===== src/rtl/sdf_pkg.sv =====
// Shared state encoding and stage-geometry helpers for the SDF NTT sequencer.
package sdf_pkg;

   typedef enum logic [1:0] {IDLE, LOAD, FLUSH} state_t;

   function automatic int stage_depth(input int log_n, input int s);
      return (1 << log_n) >> (s + 1);
   endfunction

   function automatic int stage_offset(input int log_n, input int bf_lat, input int s);
      int off = 0;
      for (int k = 0; k < s; k++) off += stage_depth(log_n, k) + bf_lat;
      return off;
   endfunction

   function automatic int total_latency(input int log_n, input int bf_lat);
      return stage_offset(log_n, bf_lat, log_n - 1) + stage_depth(log_n, log_n - 1) + bf_lat;
   endfunction

   function automatic logic [31:0] bitrev(input logic [31:0] x, input int w);
      logic [31:0] r = '0;
      for (int i = 0; i < 32; i++) if (i < w) r[w-1-i] = x[i];
      return r;
   endfunction

endpackage


===== src/rtl/sdf_stage_ctl.sv =====
// Per-stage control decode: maps the global pipe count to butterfly select,
// twiddle-valid and twiddle ROM address for stage S.
module sdf_stage_ctl
   import sdf_pkg::*;
#(
   parameter int LOG_N  = 3,
   parameter int BF_LAT = 1,
   parameter int S      = 0
) (
   input  logic [LOG_N+1:0] gcnt,
   input  logic             pipe_en,
   output logic             bf_sel,
   output logic             tw_valid,
   output logic [LOG_N-2:0] tw_addr
);

   localparam int GW    = LOG_N + 2;
   localparam int D_I   = stage_depth(LOG_N, S);
   localparam int LOG_D = LOG_N - S - 1;
   localparam logic [GW-1:0] OFF = GW'(stage_offset(LOG_N, BF_LAT, S));
   localparam logic [GW-1:0] N_C = GW'(1 << LOG_N);
   localparam logic [GW-1:0] D2  = GW'(2 * D_I);
   localparam logic [GW-1:0] ND  = GW'((1 << LOG_N) + D_I);
   localparam logic [GW-1:0] DM  = GW'(D_I - 1);

   logic [GW-1:0] lc;
   logic          active;
   logic          odd_half;

   assign lc = gcnt - OFF;

   // Stage 0 has no offset, so it is active from the first accepted sample.
   generate
      if (S == 0) begin : g_first
         assign active = 1'b1;
      end else begin : g_later
         assign active = (gcnt >= OFF);
      end
   endgenerate

   assign odd_half = lc[LOG_D];
   assign bf_sel   = pipe_en & active & (lc < N_C) & odd_half;
   assign tw_valid = pipe_en & active & ~odd_half & (lc >= D2) & (lc < ND);
   assign tw_addr  = tw_valid ? (LOG_N-1)'((lc & DM) << S) : '0;

endmodule


===== src/rtl/sdf_ntt_sequencer.sv =====
// Frame sequencer for a radix-2 DIF SDF NTT pipeline: load, self-flush, output flagging.
// Optional SDF_BITREV_IDX_EN adds out_idx, the bit-reversed output sample index.
module sdf_ntt_sequencer
   import sdf_pkg::*;
#(
   parameter int LOG_N  = 3,
   parameter int BF_LAT = 1
) (
   input  logic                       clk,
   input  logic                       rst_n,
   input  logic                       start,
   input  logic                       in_valid,
   output logic                       in_ready,
   output logic                       pipe_en,
   output logic [LOG_N-1:0]           bf_sel,
   output logic [LOG_N*(LOG_N-1)-1:0] tw_addr,
   output logic [LOG_N-1:0]           tw_valid,
   output logic                       out_valid,
   output logic                       out_first,
   output logic                       busy,
   output logic                       done_tick
`ifdef SDF_BITREV_IDX_EN
   ,
   output logic [LOG_N-1:0]           out_idx
`endif
);

   localparam int GW  = LOG_N + 2;
   localparam int TW  = LOG_N - 1;
   localparam int N_I = 1 << LOG_N;
   localparam int L_I = total_latency(LOG_N, BF_LAT);
   localparam logic [GW-1:0] LAST_IN  = GW'(N_I - 1);
   localparam logic [GW-1:0] LAT      = GW'(L_I);
   localparam logic [GW-1:0] OUT_END  = GW'(L_I + N_I);
   localparam logic [GW-1:0] LAST_CNT = GW'(L_I + N_I - 1);

   state_t        state, nstate;
   logic [GW-1:0] gcnt;

   always_ff @(posedge clk or negedge rst_n) begin
      if (!rst_n) state <= IDLE;
      else        state <= nstate;
   end

   always_comb begin
      nstate = state;
      case (state)
         IDLE:    if (start) nstate = LOAD;
         LOAD:    if (in_valid && gcnt == LAST_IN) nstate = FLUSH;
         FLUSH:   if (gcnt == LAST_CNT) nstate = IDLE;
         default: nstate = IDLE;
      endcase
   end

   always_comb begin
      in_ready = 1'b0;
      pipe_en  = 1'b0;
      busy     = 1'b0;
      case (state)
         LOAD: begin
            in_ready = 1'b1;
            pipe_en  = in_valid;
            busy     = 1'b1;
         end
         FLUSH: begin
            pipe_en = 1'b1;
            busy    = 1'b1;
         end
         default: ;
      endcase
   end

   // gcnt only moves with pipe_en, so input stalls freeze every decoded output.
   always_ff @(posedge clk or negedge rst_n) begin
      if (!rst_n)                      gcnt <= '0;
      else if (state == IDLE && start) gcnt <= '0;
      else if (pipe_en)                gcnt <= gcnt + 1'b1;
   end

   generate
      for (genvar s = 0; s < LOG_N; s++) begin : g_stage
         sdf_stage_ctl #(.LOG_N(LOG_N), .BF_LAT(BF_LAT), .S(s)) u_stage (
            .gcnt     (gcnt),
            .pipe_en  (pipe_en),
            .bf_sel   (bf_sel[s]),
            .tw_valid (tw_valid[s]),
            .tw_addr  (tw_addr[s*TW +: TW])
         );
      end
   endgenerate

   assign out_valid = pipe_en & (gcnt >= LAT) & (gcnt < OUT_END);
   assign out_first = pipe_en & (gcnt == LAT);
   assign done_tick = pipe_en & (gcnt == LAST_CNT);

`ifdef SDF_BITREV_IDX_EN
   logic [GW-1:0] k;
   assign k       = gcnt - LAT;
   assign out_idx = out_valid ? LOG_N'(bitrev(32'(k), LOG_N)) : '0;
`endif

endmodule


===== config.mk =====
export PLATFORM = sky130hd
export DESIGN_NAME = sdf_ntt_sequencer
export DESIGN_NICKNAME = d
export VERILOG_FILES = /design/src/rtl/sdf_pkg.sv /design/src/rtl/sdf_stage_ctl.sv /design/src/rtl/sdf_ntt_sequencer.sv
export SDC_FILE = /design/constraint.sdc
export NUM_CORES = 1
export LEC_CHECK = 0
export BUFFER_PORTS_ARGS = -buffer_cell sky130_fd_sc_hd__buf_2
export CAP_MARGIN = 10
export CORE_MARGIN = 5
export CORE_UTILIZATION = 54
export CTS_BUF_LIST = sky130_fd_sc_hd__clkbuf_4 sky130_fd_sc_hd__clkbuf_8
export CTS_CLUSTER_DIAMETER = 60
export CTS_CLUSTER_SIZE = 24
export DETAILED_ROUTE_END_ITERATION = 12
export HOLD_SLACK_MARGIN = 0.02
export PLACE_DENSITY = 0.81
export REMOVE_ABC_BUFFERS = 1
export SLEW_MARGIN = 5
export SYNTH_ARGS = -nofsm -noshare
export SYNTH_HDL_FRONTEND = slang
export SYNTH_SLANG_ARGS = --single-unit

===== constraint.sdc =====
create_clock -name clk -period 2.4 [get_ports clk]
set_input_delay 0 -clock clk [delete_from_list [all_inputs] [get_ports clk]]
set_output_delay 0 -clock clk [all_outputs]
set_load 0.1 [all_outputs]

-- After elaboration in Yosys (flattened, before gate mapping)
Cells that the tools add are included.
- register bits: 7
- output and inout bits: 18
- add/subtract/negate cells: 3
- magnitude comparators: 12
- equal/unequal tests: 8
- multiplexer cells: 11
- bitwise operators: 24
- reduce and logical (&&, ||, !) cells: 6
- operators by type and width (cell ; number):
    5-bit by 4-bit < comparator with 1-bit output (second input constant) ; 6
    1-bit AND ; 21
    5-bit by 3-bit >= comparator with 1-bit output (second input constant) ; 2
    5-bit by 4-bit >= comparator with 1-bit output (second input constant) ; 2
    2-bit 2-to-1 mux ; 5
    5-bit 2-to-1 mux ; 2
    2-bit != test (second input constant) ; 3
    2-bit case mux with 3 select lines ; 1
    5-bit by 1-bit adder with 5-bit output (second input constant) ; 1
    5-bit by 3-bit == test with 1-bit output (second input constant) ; 1
    5-bit by 4-bit == test with 1-bit output (second input constant) ; 1
    5-bit == test (second input constant) ; 1
    5-bit by 2-bit >= comparator with 1-bit output (second input constant) ; 1
    5-bit < comparator (second input constant) ; 1
    5-bit by 3-bit subtractor with 5-bit output (second input constant) ; 1
    5-bit by 4-bit subtractor with 5-bit output (second input constant) ; 1
    1-bit inverter ; 3
    3-bit AND reduction ; 1
    2-bit by 1-bit == test with 1-bit output (second input constant) ; 1
    2-bit == test (second input constant) ; 1
    1-bit logical AND ; 2
    2-bit zero test ; 1
    1-bit 2-to-1 mux ; 2
    1-bit case mux with 2 select lines ; 1
    2 further kinds ; 2

-- Depth between registers and ports, before layout
Gate-level depths: netlist of run 1.
- word-level depth: 7
- mapped depth: 8
- gate-level depth less buffers: 7

-- Hierarchy
A second synthesis of run 1 with hierarchy kept.
- cells, all modules: 92
- area, all modules: 814.5 um^2
- modules (own cells, without submodules) (module ; instances ; cells an instance ; area an instance (um^2) ; seq. area each (um^2)):
    sdf_ntt_sequencer ; 1 ; 52 ; 504.2 ; 175.2
    sdf_stage_ctl (g_stage[1].u_stage) ; 1 ; 21 ; 153.9 ; 0.0
    sdf_stage_ctl (g_stage[2].u_stage) ; 1 ; 14 ; 122.6 ; 0.0
    sdf_stage_ctl (g_stage[0].u_stage) ; 1 ; 5 ; 33.8 ; 0.0

-- Worst setup path before layout of run 1
No wires, ideal clock.
- kind: flip-flop to output port
- from: register state[1]
- to: output tw_addr[3]
- arrival time: 5.588 ns
- required time: 2.400 ns
- path slack: -3.188 ns
- cell stages (with the launch flop): 8
- buffers on the path: 0
- cells stage by stage: dfrtp_1 -> inv_1 -> ha_1 -> a21o_1 -> nand2_1 -> inv_1 -> o211ai_1 -> nor4_1
- longest elaborated chain between the ends: 7
- RTL lines (what ; RTL line ; RTL):
    start, declared ; sdf_ntt_sequencer.sv:37 ; state_t state, nstate;
    start signal, assigned ; sdf_ntt_sequencer.sv:42 ; else state <= nstate;
    2-bit == test / 2-bit by 1-bit == test with 1-bit output (equally long branches) ; sdf_ntt_sequencer.sv:59 ; case (state)
    1-bit case mux with 2 select lines (*) ; sdf_ntt_sequencer.sv:59 ;
    via pipe_en ; sdf_ntt_sequencer.sv:14 ; output logic pipe_en,
    1-bit AND (*) (4 in a row) ; sdf_stage_ctl.sv:43 ; assign tw_valid = pipe_en & active & ~odd_half & (lc >= D2) & (lc < ND);
    2-bit 2-to-1 mux (*) ; sdf_stage_ctl.sv:44 ; assign tw_addr = tw_valid ? (LOG_N-1)'((lc & DM) << S) : '0;
    end, declared ; sdf_ntt_sequencer.sv:16 ; output logic [LOG_N*(LOG_N-1)-1:0] tw_addr,
The timed path passes the listed nets; every way through them passes the cells marked *.

-- Worst setup path after layout of run 1
- from: register state[1]
- to: output tw_addr[0]
- longest elaborated chain between the ends: 6
- RTL lines (what ; RTL line):
    2-bit == test / 2-bit by 1-bit == test with 1-bit output (equally long branches) ; sdf_ntt_sequencer.sv:59
    1-bit case mux with 2 select lines (*) ; sdf_ntt_sequencer.sv:59
    1-bit AND (*) (3 in a row) ; sdf_stage_ctl.sv:43
    2-bit 2-to-1 mux (*) ; sdf_stage_ctl.sv:44
Mark *: on every way between the ends. The rest lies on a longest branch, timed or not.

==> metrics, run 1 <==
residual overflow from global routing=0; setup slack after placement=0.347 ns; Setup crit start=state[1]; antenna violations before repair=0; clock latency on the worst-skew pair=0.24 ns; count of filler cells inserted in the layout=130; CTS tree=built; DRC violations left=0; detail-routed net length per standard cell=13.7 µm; Max VDD drop=0.000712 V; final max-slew violation count=0; capturing element type of the critical path=output port; kind of critical path=register to output port; synthesis warning total=0; cell area power density=1110 nW/µm²; startpoint of the worst-slack reg-to-reg timing path=gcnt[2]; syn avg cell area=7.80 µm²; Cell variety after synth=34; vertical die dimension=50.2 µm; crit-path max FO=6; cell family with the largest share of critical-path delay=simple AND/OR/NAND/NOR gates; share of post-route cells with drive strength above 1=0.222; number of I/O pins=22; leading cell type in the layout, fill and taps excluded=buf_2; number of synthesized flops with an enable pin=0; Final Instance Area=992 µm²; least setup slack across all paths after layout=0.106 ns; wire length of the first global-routing pass=3070 µm; number of stages on the worst setup path=7; hold violation count in the final report=0; initial DRC count=33; setup repair after global routing missed its margin=false; share of async-settable or async-resettable flops after synthesis=1.00; initial standard-cell utilization of the core=0.573; overall die width=50.2 µm; cell at the root of the clock tree=clkbuf_4; aggregate global-route resource usage=0.153; utilization after layout=0.651; status=finished clean; # Post-CTS Setup Buffers=0; post-route clock period utilization=0.956; final antenna-violating net count=0; max-cap violations=0; clock period minus worst slack=2.29 ns; slowest stage delay, CP=0.45 ns; average via count per standard cell=5.77; Clock Skew=0.000528 ns; final weighted congestion in routability-driven placement=0.850; capturing element of the worst setup path=tw_addr[0]; HPWL reported at the end of detailed placement=1550 µm; total standard cell area after synthesis=873 µm²; Sink Count=7; number of failing setup endpoints in the final timing report=0; clock-pin slew on the worst setup and hold paths=0.05 ns; Core Area=1520 µm²; vias=819; Hold Path Class=primary input to async pin; Worst EP required=2.40 ns; Synth Instances=112; critical path buffer and inverter count=2; most instantiated flip-flop cell in the synthesis netlist=dfrtp_1; Routed WL=1950 µm; post-placement cell area=941 µm²; first drt pass iteration count=4; startpoint kind of the worst setup timing path=register; IO Port Bufs=18; total negative setup slack=0 ns; floorplan die area=2520 µm²; number of standard-cell rows in the floorplan=14; reg-to-reg endpoint=state[1]; diode count=0; largest net degree at the start of global routing=18; maximum achievable frequency=436 MHz; vias in the first global route=730; Worst Reg2Reg Path Length in Cells=4; static leakage power=0.492 nW; Worst Hold Margin=0.108 ns; top library cells by usage in the layout, fill and taps aside=buf_2, ha_1, nor2_1; NumNets Final=145; cell at the slowest stage of the critical path=buf_2; number of buffers inserted during clock tree synthesis=3; Cell Chain, Critical Path=inv_1 -> ha_1 -> a21o_1 -> nand2_1 -> or3_1 -> nor3_1 -> buf_2; Area growth, synth to finish=13.6%; level count of the clock H-tree=1; setup slack on the worst flop-to-flop path=0.61 ns; sequential element share of the synthesized area=0.201; synthesized flop and latch total=7; maximum clock insertion buffer count=2; Arrival @ worst endpoint=2.29 ns
==> state kept, by name, indices dropped and copies added (netlist names) <==
name and cells:
gcnt 5, state 2
==> per-layer routing <==
layer  wire length [µm]  vias up  global-route usage
met2                978       24               0.253
li1                   -      398                   -
met1                872      395               0.194
met4                 12        0              0.0742
met3                 84        2              0.0178
met5                  0        -                   0
==> cells in the mapped netlist, types with 2 or more instances <==
cell	count	share of area
buf_4	9	0.077
clkbuf_1	3	0.013
a21oi_1	5	0.029
nor2_1	11	0.047
ha_1	14	0.20
xnor2_1	6	0.060
dfrtp_1	7	0.20
and2_1	3	0.021
nor4_1	3	0.021
and3_1	2	0.014
nand2_1	9	0.039
a211oi_1	3	0.026
nor3_1	5	0.029
o21ai_1	4	0.023
nand4_1	3	0.021
inv_1	6	0.026
mux2_1	2	0.026
==> power by group <==
group	total [mW]	switching [mW]	leakage, nW	internal (mW)
logic	0.800	0.593	0.380	0.207
registers	0.189	0.0353	0.0932	0.154
clock network	0.110	0.0359	0.0184	0.0742
==> worst min path at each step <==
stage / cells after the start / to
finish: 2 / gcnt[3]
floorplan: 0 / gcnt[0]
global route: 2 / gcnt[3]
global placement: 1 / state[0]
detailed placement: 1 / state[1]
CTS: 2 / state[0]
==> logic make-up (layout without fill, tap and decap cells) <==
| logic type | count (synthesis) | in the layout | share of synthesized area |
|---|---|---|---|
| compound gates | 17 | 17 | 0.119 |
| xor+xnor | 7 | 7 | 0.0702 |
| fa+ha+maj | 14 | 14 | 0.201 |
| buf+inv | 22 | 34 | 0.138 |
| flops | 7 | 7 | 0.201 |
| mux | 2 | 2 | 0.0258 |
| other cells | 1 | 3 | 0.00429 |
| simple gates | 42 | 42 | 0.242 |
==> metrics by stage <==
| step | instances | power (mW) |
|---|---|---|
| finish | 142 | 1.10 |
| detailed placement | 137 | 0.981 |
| CTS | 142 | 1.10 |
| global route | 142 | 1.17 |
| global placement | 137 | 0.948 |
| floorplan | 100 | 0.825 |
==> timing repair <==
item / in CTS / in global routing
hold buffers: 1 / 0
gates resized for setup: 0 / 3
hold endpoints to repair: 7 / 0
setup endpoints to repair: 0 / 3
==> cell type report <==
type	instances	area [µm²]	area share
Multi-Input combinational cell	85	592	0.596
Sequential cell	7	175	0.177
Timing Repair Buffer	22	143	0.144
Inverter	8	32.5	0.0328
Clock buffer	4	30.0	0.0303
Tap cell	16	20.0	0.0202
Power figures use the tool's default switching activity.
==> run 2: changes to the inputs <==
--- a/config.mk
+++ b/config.mk
@@ -14,7 +14,7 @@
 export CTS_CLUSTER_SIZE = 24
 export DETAILED_ROUTE_END_ITERATION = 12
 export HOLD_SLACK_MARGIN = 0.02
-export PLACE_DENSITY = 0.81
+export PLACE_DENSITY_LB_ADDON = 0.08
 export REMOVE_ABC_BUFFERS = 1
 export SLEW_MARGIN = 5
 export SYNTH_ARGS = -nofsm -noshare
==> run 2 against run 1 <==
  * Non-clock buffer count did not move
  * First-iteration DRC count fell by 48%
  * Via count fell by 2.8%
  * Worst setup slack improved by 0.019 ns
  * Core utilization rose by 0.33 points
  * Sequential power fell by 2%
  * Design area rose by 0.50%
  * Global-route usage fell by 0.20 points
  * Largest cell class unchanged
==> metrics, run 2 (synthesis results as in run 1) <==
final antenna-violating net count=0; Hold Path Class=primary input to async pin; IO Port Bufs=18; Arrival @ worst endpoint=2.27 ns; transition time of the tightest slew-check pin=0.519 ns; residual overflow from global routing=0; Cell Chain, Critical Path=inv_1 -> ha_1 -> a21o_1 -> nand2_1 -> inv_1 -> o211ai_1 -> nor4_2 -> buf_12; largest registers=gcnt (5), state (2); Max VDD drop=0.000719 V; cell area power density=1100 nW/µm²; diode count=0; maximum clock insertion buffer count=2; utilization after layout=0.654; vias in the first global route=660; cell at the root of the clock tree=clkbuf_4; NumNets Final=145; least setup slack across all paths after layout=0.125 ns; floorplan die area=2520 µm²; aggregate global-route resource usage=0.151; static leakage power=0.490 nW; final max-slew violation count=0; HPWL reported at the end of detailed placement=1540 µm; number of buffers inserted during clock tree synthesis=3; clock latency on the worst-skew pair=0.24 ns; hold violation count in the final report=0; capturing element type of the critical path=output port; top library cells by usage in the layout, fill and taps aside=ha_1, buf_2, nor2_1; largest net degree at the start of global routing=18; count of filler cells inserted in the layout=148; first drt pass iteration count=5; initial DRC count=17; vias=796; clock-pin slew on the worst setup and hold paths=0.05 ns; Rel. slew slack=0.654; average via count per standard cell=5.61; setup slack after placement=0.357 ns; startpoint kind of the worst setup timing path=register; cell at the slowest stage of the critical path=dfrtp_1; register bank with the most flops=gcnt; status=finished clean; overall die width=50.2 µm; slowest stage delay, CP=0.39 ns; clock period minus worst slack=2.27 ns; Routed WL=2010 µm; final weighted congestion in routability-driven placement=0.792; flip-flop count of the largest register, all copies and words added=5; number of standard-cell rows in the floorplan=14; detail-routed net length per standard cell=14.1 µm; Clock Skew=0.00160 ns; antenna violations before repair=0; number of I/O pins=22; level count of the clock H-tree=1; crit-path max FO=6; leading cell type in the layout, fill and taps excluded=ha_1; cell mode on critical path=inv_1; wire length of the first global-routing pass=3060 µm; Area growth, synth to finish=14.2%; share of post-route cells with drive strength above 1=0.222; Core Area=1520 µm²; maximum achievable frequency=440 MHz; Sink Count=7; max-cap violations=0; post-route clock period utilization=0.948; initial standard-cell utilization of the core=0.573; Worst EP required=2.40 ns; kind of critical path=register to output port; vertical die dimension=50.2 µm; CTS tree=built; DRC violations left=0; number of failing setup endpoints in the final timing report=0
==> run 2: through the flow <==
step	cells	total power [mW]	cell area (µm²)	TNS, ns	hold slack (ns)
4_1_cts	142	1.10	981	0	0.113
2_1_floorplan	100	0.825	793	-23.18	-0.296
3_5_place_dp	137	0.980	941	0	-0.166
3_3_place_gp	137	0.959	941	0	-0.168
5_1_grt	142	1.17	997	-0.00902	0.130
6_report	142	1.10	997	0	0.117
==> run 2: repair_timing <==
item                                    4_1_cts  5_1_grt
endpoints found under the setup margin        0        5
endpoints found under the hold margin         7        0
buffers inserted                              0        0
gates resized for setup                       0        5
hold buffers                                  1        0
==> run 2: cell type report <==
class,count,area [µm²],area share
Clock buffer,4,30.0,0.0301
Timing Repair Buffer,22,148,0.148
Inverter,8,32.5,0.0326
Multi-Input combinational cell,85,592,0.593
Tap cell,16,20.0,0.0201
Sequential cell,7,175,0.176
==> run 2: layer usage <==
metal | part of all wire | up-vias | wire length, µm | global-route usage
li1 | - | 396 | - | -
met1 | 0.46 | 380 | 924 | 0.212
met2 | 0.50 | 18 | 994 | 0.241
met3 | 0.042 | 2 | 85 | 0.0207
met4 | 0.0020 | 0 | 4 | 0.0393
met5 | 0 | - | 0 | 0
==> run 2: final timing paths <==
kind	slack, ns	to	from	cells past startpoint
worst max register to register	0.60	state[1]	gcnt[2]	4
min in group clk	0.19	gcnt[0]	start	3
max in group asynchronous	2.13	gcnt[1]	rst_n	2
worst min-delay path	0.12	state[0]	rst_n	2
worst min register to register	0.54	state[1]	state[1]	1
worst max-delay path	0.13	tw_addr[3]	state[1]	8
==> run 2: power breakdown <==
part           leakage [nW]  total, mW  switching [mW]  internal (mW)
clock                0.0184      0.110          0.0358         0.0742
sequential           0.0932      0.185          0.0309          0.154
combinational         0.379      0.806           0.598          0.207
total                 0.490       1.10           0.665          0.435
==> run 2: critical path: cells and delay by family (launching register included) <==
kind                     cells  cell delay, ns
flip-flops                   1            0.39
AND/OR/NAND/NOR              2            0.53
buffers and inverters        3            0.56
adder cells (fa/ha/maj)      1            0.21
AO/OA/AOI/OAI                2            0.35
